$ cat config.mk
export PLATFORM = sky130hd
export DESIGN_NAME = ex_result_stage_flat
export DESIGN_NICKNAME = d
export VERILOG_FILES = /design/src/rtl/ex_pkg.sv /design/src/rtl/ex_result_stage_if.sv /design/src/rtl/ex_skid_buf.sv /design/src/rtl/ex_result_stage.sv /design/src/flat_wrapper.sv
export SDC_FILE = /design/constraint.sdc
export NUM_CORES = 1
export LEC_CHECK = 0
export BUFFER_PORTS_ARGS = -buffer_cell sky130_fd_sc_hd__buf_2
export CAP_MARGIN = 10
export CORE_ASPECT_RATIO = 0.5
export CORE_MARGIN = 5
export CORE_UTILIZATION = 54
export CTS_CLUSTER_SIZE = 40
export DETAILED_ROUTE_END_ITERATION = 6
export GPL_TIMING_DRIVEN = 0
export HOLD_SLACK_MARGIN = 0.02
export PLACE_DENSITY_LB_ADDON = 0.08
export SYNTH_ARGS = -nofsm -noshare
export SYNTH_HDL_FRONTEND = slang
export SYNTH_HIERARCHICAL = 1
export SYNTH_SLANG_ARGS = --single-unit
$ cat constraint.sdc
create_clock -name clk -period 2.4 [get_ports clk]
set_input_delay 0.12 -clock clk [delete_from_list [all_inputs] [get_ports clk]]
set_output_delay 0.12 -clock clk [all_outputs]
set_load 0.01 [all_outputs]
$ cat src/rtl/ex_pkg.sv
// Shared types for the execute-stage result register: exception codes,
// the buffered entry layout and the skid-buffer occupancy encoding.
package ex_pkg;

  localparam logic [4:0] EXC_OV   = 5'h0C;
  localparam logic [4:0] EXC_NONE = 5'h00;

  typedef struct packed {
    logic [31:0] result;
    logic [31:0] pc;
    logic [4:0]  wdest;
    logic        wen;
    logic        exc;
    logic [4:0]  exc_code;
  } ex_entry_t;

  typedef enum logic [1:0] {
    OCC_EMPTY = 2'd0,
    OCC_ONE   = 2'd1,
    OCC_FULL  = 2'd2
  } occ_e;

endpackage

$ cat src/rtl/ex_result_stage_if.sv
// ALU-to-memory-stage handshake bundle for ex_result_stage.
// The fwd_* bypass signals exist only when EX_FWD_EN is defined.
interface ex_result_stage_if;

  logic        in_valid;
  logic        in_ready;
  logic [31:0] in_alu_out;
  logic        in_overflow;
  logic        in_trap_en;
  logic        in_wen;
  logic [4:0]  in_wdest;
  logic [31:0] in_pc;
  logic        flush;
  logic        out_valid;
  logic        out_ready;
  logic [31:0] out_result;
  logic [31:0] out_pc;
  logic        out_wen;
  logic [4:0]  out_wdest;
  logic        out_exc;
  logic [4:0]  out_exc_code;
`ifdef EX_FWD_EN
  logic        fwd_valid;
  logic [4:0]  fwd_wdest;
  logic [31:0] fwd_data;
`endif

  modport master (
`ifdef EX_FWD_EN
    input  fwd_valid, fwd_wdest, fwd_data,
`endif
    output in_valid, in_alu_out, in_overflow, in_trap_en, in_wen, in_wdest, in_pc,
    output flush, out_ready,
    input  in_ready, out_valid, out_result, out_pc, out_wen, out_wdest,
    input  out_exc, out_exc_code
  );

  modport slave (
`ifdef EX_FWD_EN
    output fwd_valid, fwd_wdest, fwd_data,
`endif
    input  in_valid, in_alu_out, in_overflow, in_trap_en, in_wen, in_wdest, in_pc,
    input  flush, out_ready,
    output in_ready, out_valid, out_result, out_pc, out_wen, out_wdest,
    output out_exc, out_exc_code
  );

endinterface

$ cat src/rtl/ex_skid_buf.sv
// Two-entry in-order skid buffer for ex_entry_t. slot0 is always the head;
// in_ready is registered from the next occupancy so it never sees out_ready.
module ex_skid_buf
  import ex_pkg::*;
(
  input  logic      clk,
  input  logic      resetn,
  input  logic      flush,
  input  logic      in_valid,
  output logic      in_ready,
  input  ex_entry_t in_data,
  output logic      out_valid,
  input  logic      out_ready,
`ifdef EX_FWD_EN
  output ex_entry_t slot1_data,
  output logic      full,
`endif
  output ex_entry_t out_data
);

  occ_e      state_q, state_d;
  ex_entry_t slot0_q, slot0_d;
  ex_entry_t slot1_q, slot1_d;
  logic      in_ready_q, in_ready_d;
  logic      acc, deq;

  assign acc       = in_valid && in_ready_q;
  assign deq       = out_valid && out_ready;
  assign out_valid = (state_q != OCC_EMPTY);
  assign in_ready  = in_ready_q;
  assign out_data  = slot0_q;
`ifdef EX_FWD_EN
  assign slot1_data = slot1_q;
  assign full       = (state_q == OCC_FULL);
`endif

  always_comb begin
    state_d = state_q;
    slot0_d = slot0_q;
    slot1_d = slot1_q;
    unique case (state_q)
      OCC_EMPTY: begin
        if (acc) begin
          slot0_d = in_data;
          state_d = OCC_ONE;
        end
      end
      OCC_ONE: begin
        if (acc && deq) begin
          slot0_d = in_data;
        end else if (acc) begin
          slot1_d = in_data;
          state_d = OCC_FULL;
        end else if (deq) begin
          state_d = OCC_EMPTY;
        end
      end
      OCC_FULL: begin
        if (deq) begin
          slot0_d = slot1_q;
          state_d = OCC_ONE;
        end
      end
      default: state_d = OCC_EMPTY;
    endcase
    // Squash wins over any same-cycle accept; a same-cycle dequeue already left.
    if (flush) state_d = OCC_EMPTY;
    in_ready_d = (state_d != OCC_FULL);
  end

  always_ff @(posedge clk or negedge resetn) begin
    if (!resetn) begin
      state_q    <= OCC_EMPTY;
      slot0_q    <= '0;
      slot1_q    <= '0;
      in_ready_q <= 1'b1;
    end else begin
      state_q    <= state_d;
      slot0_q    <= slot0_d;
      slot1_q    <= slot1_d;
      in_ready_q <= in_ready_d;
    end
  end

endmodule

$ cat src/rtl/ex_result_stage.sv
// Execute-stage result register: Ov exception capture, trap fence and skid buffer.
// Optional macro EX_FWD_EN adds the fwd_* bypass outputs for the decode stage.
module ex_result_stage
  import ex_pkg::*;
(
  input logic             clk,
  input logic             resetn,
  ex_result_stage_if.slave bus
);

  logic      fence_q, fence_d;
  logic      buf_in_valid, buf_in_ready;
  ex_entry_t in_entry, head;

  function automatic ex_entry_t capture_entry(
    input logic [31:0] result,
    input logic [31:0] pc,
    input logic [4:0]  wdest,
    input logic        wen,
    input logic        ovf,
    input logic        trap_en
  );
    ex_entry_t e;
    e.result   = result;
    e.pc       = pc;
    e.wdest    = wdest;
    e.exc      = ovf && trap_en;
    e.wen      = wen && !e.exc;
    e.exc_code = e.exc ? EXC_OV : EXC_NONE;
    return e;
  endfunction

  assign in_entry = capture_entry(bus.in_alu_out, bus.in_pc, bus.in_wdest,
                                  bus.in_wen, bus.in_overflow, bus.in_trap_en);

  // The fence blocks everything younger than an accepted trap until flush.
  assign buf_in_valid = bus.in_valid && !fence_q;
  assign bus.in_ready = buf_in_ready && !fence_q;

  always_comb begin
    fence_d = fence_q;
    if (bus.flush) fence_d = 1'b0;
    else if (buf_in_valid && buf_in_ready && in_entry.exc) fence_d = 1'b1;
  end

  always_ff @(posedge clk or negedge resetn) begin
    if (!resetn) fence_q <= 1'b0;
    else         fence_q <= fence_d;
  end

`ifdef EX_FWD_EN
  ex_entry_t slot1;
  logic      full;
`endif

  ex_skid_buf u_buf (
    .clk       (clk),
    .resetn    (resetn),
    .flush     (bus.flush),
    .in_valid  (buf_in_valid),
    .in_ready  (buf_in_ready),
    .in_data   (in_entry),
    .out_valid (bus.out_valid),
    .out_ready (bus.out_ready),
`ifdef EX_FWD_EN
    .slot1_data(slot1),
    .full      (full),
`endif
    .out_data  (head)
  );

  assign bus.out_result   = head.result;
  assign bus.out_pc       = head.pc;
  assign bus.out_wen      = head.wen;
  assign bus.out_wdest    = head.wdest;
  assign bus.out_exc      = head.exc;
  assign bus.out_exc_code = head.exc_code;

`ifdef EX_FWD_EN
  // Youngest writer wins; exc entries carry wen=0 so they never forward.
  always_comb begin
    bus.fwd_valid = 1'b0;
    bus.fwd_wdest = '0;
    bus.fwd_data  = '0;
    if (full && slot1.wen) begin
      bus.fwd_valid = 1'b1;
      bus.fwd_wdest = slot1.wdest;
      bus.fwd_data  = slot1.result;
    end else if (bus.out_valid && head.wen) begin
      bus.fwd_valid = 1'b1;
      bus.fwd_wdest = head.wdest;
      bus.fwd_data  = head.result;
    end
  end
`endif

endmodule

$ cat src/flat_wrapper.sv
// flat-port wrapper written by rule: the top's interface ports become plain ports
module ex_result_stage_flat import ex_pkg::*;
  (clk, resetn, bus_in_valid, bus_in_alu_out, bus_in_overflow, bus_in_trap_en, bus_in_wen, bus_in_wdest, bus_in_pc, bus_flush, bus_out_ready, bus_in_ready, bus_out_valid, bus_out_result, bus_out_pc, bus_out_wen, bus_out_wdest, bus_out_exc, bus_out_exc_code);
  ex_result_stage_if bus_i ();
  input logic clk;
  input logic resetn;
  input wire logic [$bits(bus_i.in_valid)-1:0] bus_in_valid;
  input wire logic [$bits(bus_i.in_alu_out)-1:0] bus_in_alu_out;
  input wire logic [$bits(bus_i.in_overflow)-1:0] bus_in_overflow;
  input wire logic [$bits(bus_i.in_trap_en)-1:0] bus_in_trap_en;
  input wire logic [$bits(bus_i.in_wen)-1:0] bus_in_wen;
  input wire logic [$bits(bus_i.in_wdest)-1:0] bus_in_wdest;
  input wire logic [$bits(bus_i.in_pc)-1:0] bus_in_pc;
  input wire logic [$bits(bus_i.flush)-1:0] bus_flush;
  input wire logic [$bits(bus_i.out_ready)-1:0] bus_out_ready;
  output wire logic [$bits(bus_i.in_ready)-1:0] bus_in_ready;
  output wire logic [$bits(bus_i.out_valid)-1:0] bus_out_valid;
  output wire logic [$bits(bus_i.out_result)-1:0] bus_out_result;
  output wire logic [$bits(bus_i.out_pc)-1:0] bus_out_pc;
  output wire logic [$bits(bus_i.out_wen)-1:0] bus_out_wen;
  output wire logic [$bits(bus_i.out_wdest)-1:0] bus_out_wdest;
  output wire logic [$bits(bus_i.out_exc)-1:0] bus_out_exc;
  output wire logic [$bits(bus_i.out_exc_code)-1:0] bus_out_exc_code;
  assign bus_i.in_valid = bus_in_valid;
  assign bus_i.in_alu_out = bus_in_alu_out;
  assign bus_i.in_overflow = bus_in_overflow;
  assign bus_i.in_trap_en = bus_in_trap_en;
  assign bus_i.in_wen = bus_in_wen;
  assign bus_i.in_wdest = bus_in_wdest;
  assign bus_i.in_pc = bus_in_pc;
  assign bus_i.flush = bus_flush;
  assign bus_i.out_ready = bus_out_ready;
  assign bus_in_ready = bus_i.in_ready;
  assign bus_out_valid = bus_i.out_valid;
  assign bus_out_result = bus_i.out_result;
  assign bus_out_pc = bus_i.out_pc;
  assign bus_out_wen = bus_i.out_wen;
  assign bus_out_wdest = bus_i.out_wdest;
  assign bus_out_exc = bus_i.out_exc;
  assign bus_out_exc_code = bus_i.out_exc_code;
  ex_result_stage u_core (.clk(clk), .resetn(resetn), .bus(bus_i));
endmodule
==> metrics.md <==
| Metric | Value |
|---|---|
| Min Hold Slack | approximately 0.12 ns |
| Run status | finished clean |
| Tot GR Track Use | 23.02% |
| Synth top area share | between 50% and 60% |
| Hold/Removal Path Class | in -> reg |
| Starting Density | between 50% and 60% |
| Distinct cells, synth | 29 |
| Leak pwr | between 0.004 and 0.005 µW |
| IO Port Bufs | roughly 150 |
| Startpoint types | flop |
| Final setup margin | ~0.17 ns |
| Crit share post-route | 92.98% |
| Routed WL | roughly 16,000 µm |
| Clock Root Buffer | clkbuf_16 |
| Routed Antenna Nets | 0 |
| Number of synthesis warnings | 6 |
| Max-cap violations | 0 |
| Flops & latches, synth | 156 |
| Clk slew on worst S/H paths | roughly 0.06 ns |
| Post-synthesis xor/xnor area fraction | 0% |
| Setup_tns | 0 ns |
| Headroom to the max-slew limit | ~60% |
| DR vias/cell | about 5.5 |
| Fill cell count | 789 |
| Die H | between 80 and 90 µm |
| N_diodes | 0 |
| Max-slew violations | 0 |
| Area growth from synthesis to layout | 35.39% |
| Largest family of logic cells by synthesized area | compound AO/OA/AOI/OAI gates |
| Die width | 166.4 µm |
| Residual DRC | 0 |
| Post-Synth Simple-Gate Area | 1.705% |
| Worst EP required | ~2.7 ns |
| Layout net count | roughly 780 |
| Floorplan row count | 28 |
| Worst EP arrival | ~2.5 ns |
| Placed cells | slightly below 800 |
| Compound-Gate Fraction of Synth Area | between 20% and 30% |
| Final Hold Vio Count | 0 |
| Multi-input gate area | around 2500 µm² |
| IO Pins | around 160 |
| Clk_skew | ~0.010 ns |
| Die area | ~15,000 µm² |
| Total number of vias | between 4,000 and 5,000 |
| Power per cell area | 887.3 nW/µm² |
| # setup viols final | 0 |
| Share of cells above drive strength 1 | 39.69% |
| Seq/Total Area, Yosys | about three fifths |
| RSZ-0062 raised after global routing | no |
| Reg area | between 3000 and 4000 µm² |
| Final non-filler cell total | a little under 900 |
| DR WL/cell | between 15 and 20 µm |
| Max Fclk | between 400 and 500 MHz |
| Post-synthesis average cell area | 14.74 µm² |
| Slew @ Worst Pin | approximately 0.6 ns |
| Setup slack, reg-to-reg | around 0.17 ns |
| Post-synthesis mux area share | between 15 and 20% |
| Largest net degree at the start of global routing | 95 |
| Congestion Overflow GR | 0 |
| Crit Path Category | reg -> reg |
| First-pass GRT wire length | around 27,000 µm |
| Cts bufs inserted | 17 |
| Peak VDD IR | 443.8 µV |
| Pre-CTS setup slack | 0.1740 ns |
| Largest area contributor in the netlist | dfrtp_1 |
| Clock Sink Count | roughly 160 |
| Commonest non-fill, non-tap cell in the layout | buf_2 |
| Critical Path Sink Type | flop |
| Commonest cells after routing, fill and taps aside | buf_2 (159), dfrtp_1 (155), o32a_1 (76), o21a_1 (76), dlygate4sd3_1 (73) |
| Area contributors post-synth | dfrtp_1 (59%), o32a_1 (12%), mux2_4 (9.1%) |
| TritonCTS clock tree | yes |
| Detailed-placement wirelength estimate | 10,260 µm |
| Postcts setup bufs | 0 |
| Initial antenna violation count | 0 |
| Clock tree buffer depth | 2 |
| Min Tclk post-route | ~2.2 ns |
| Mapped Area | around 6600 µm² |
| Cells after Synth | 448 |
| Largest fanout on the critical path | 10 |
| H-tree levels | 4 |
| GPL Wtd Cong | approximately 0.75 |
| Core area | between 10,000 and 15,000 µm² |
| Vias in the first global route | around 5,200 |
| 1st-iter DRT viols | 319 |
| Clk_lat worst skew | ~0.42 ns |
| 1st-pass router iterations | 4 |
| Adder-Cell Fraction of Synth Area | 0% |
cell type report:
cell class	instances	share of cell area [%]
Buffer	42	2.323
Clock buffer	18	4.912
Clock inverter	14	1.483
Inverter	2	0.08396
Multi-Input combinational cell	253	28.04
Sequential cell	156	43.67
Tap cell	165	2.309
Timing Repair Buffer	228	17.17
where the power goes:
part / internal, µW / switching [µW]
clock: 1470 / 1120
sequential: 3280 / 364
combinational: 1010 / 683
metrics by stage:
step	area [µm²]	total power [µW]	utilization [%]
final	8941	7933	75.28
after global routing	8941	8319	75.28
after CTS	8936	7988	75.24
after detailed placement	7634	5279	64.28
after global placement	7600	5205	63.99
after floorplan	6623	4662	-
cells by family after synthesis:
logic type	count (synthesis)
compound gates	157
buf+inv	44
flops	156
mux	76
other cells	1
simple gates	14
worst max-delay path, cell delays in order, from the launching register on:
cell and delay, ns:
dfrtp_1 0.40, nor2b_1 0.36, nand3b_4 0.16, or3b_1 0.36
clkbuf_1 0.16, buf_6 0.18, buf_6 0.17, mux2_4 0.30
flip-flops by register name, indices dropped and copies added, names as in the netlist:
name,cells
u_core/u_buf/state_q,2
u_core/u_buf/slot1_q,76
u_core/fence_q,1
u_core/u_buf/out_data,76
u_core/u_buf/in_ready,1
path summary, 6_finish.rpt:
| check | startpoint | end | depth (start not counted) |
|---|---|---|---|
| setup / recovery | u_core/fence_q | u_core/u_buf/slot1_q[46] | 7 |
| hold / removal | bus_in_wen | u_core/u_buf/slot1_q[6] | 3 |
| setup reg to reg | u_core/fence_q | u_core/u_buf/slot1_q[46] | 7 |
| hold reg to reg | u_core/u_buf/out_data[47] | u_core/u_buf/out_data[47] | 1 |
| max in group asynchronous | resetn | u_core/u_buf/slot1_q[44] | 3 |
| min in group asynchronous | resetn | u_core/u_buf/out_data[62] | 2 |
timing repair:
item / CTS / global route
endpoints found under the setup margin: 0 / 23
gates resized for setup: 0 / 4
hold buffers: 73 / 0
endpoints found under the hold margin: 134 / 0
metal layers:
layer	track usage, %	vias to the layer above	share of wire, %
met5	0	-	0
met4	7.869	0	1.3
met3	5.275	25	5.4
met2	37.79	151	47
met1	31.01	2440	46
li1	-	2233	-
synth_stat cells, drive strengths merged:
cell type / instances
a211o: 1
a211oi: 1
a41oi: 1
and2: 1
buf: 18
clkbuf: 24
conb: 1
dfrtp: 155
dfstp: 1
inv: 2
mux2: 76
nand2b: 1
nand3: 1
nand3b: 2
nand4b: 1
nor2: 1
nor2b: 4
nor4bb: 1
o21a: 76
o21ai: 2
o32a: 76
or2: 1
or3b: 1
No activity file was read; power rests on OpenSTA's default activity.
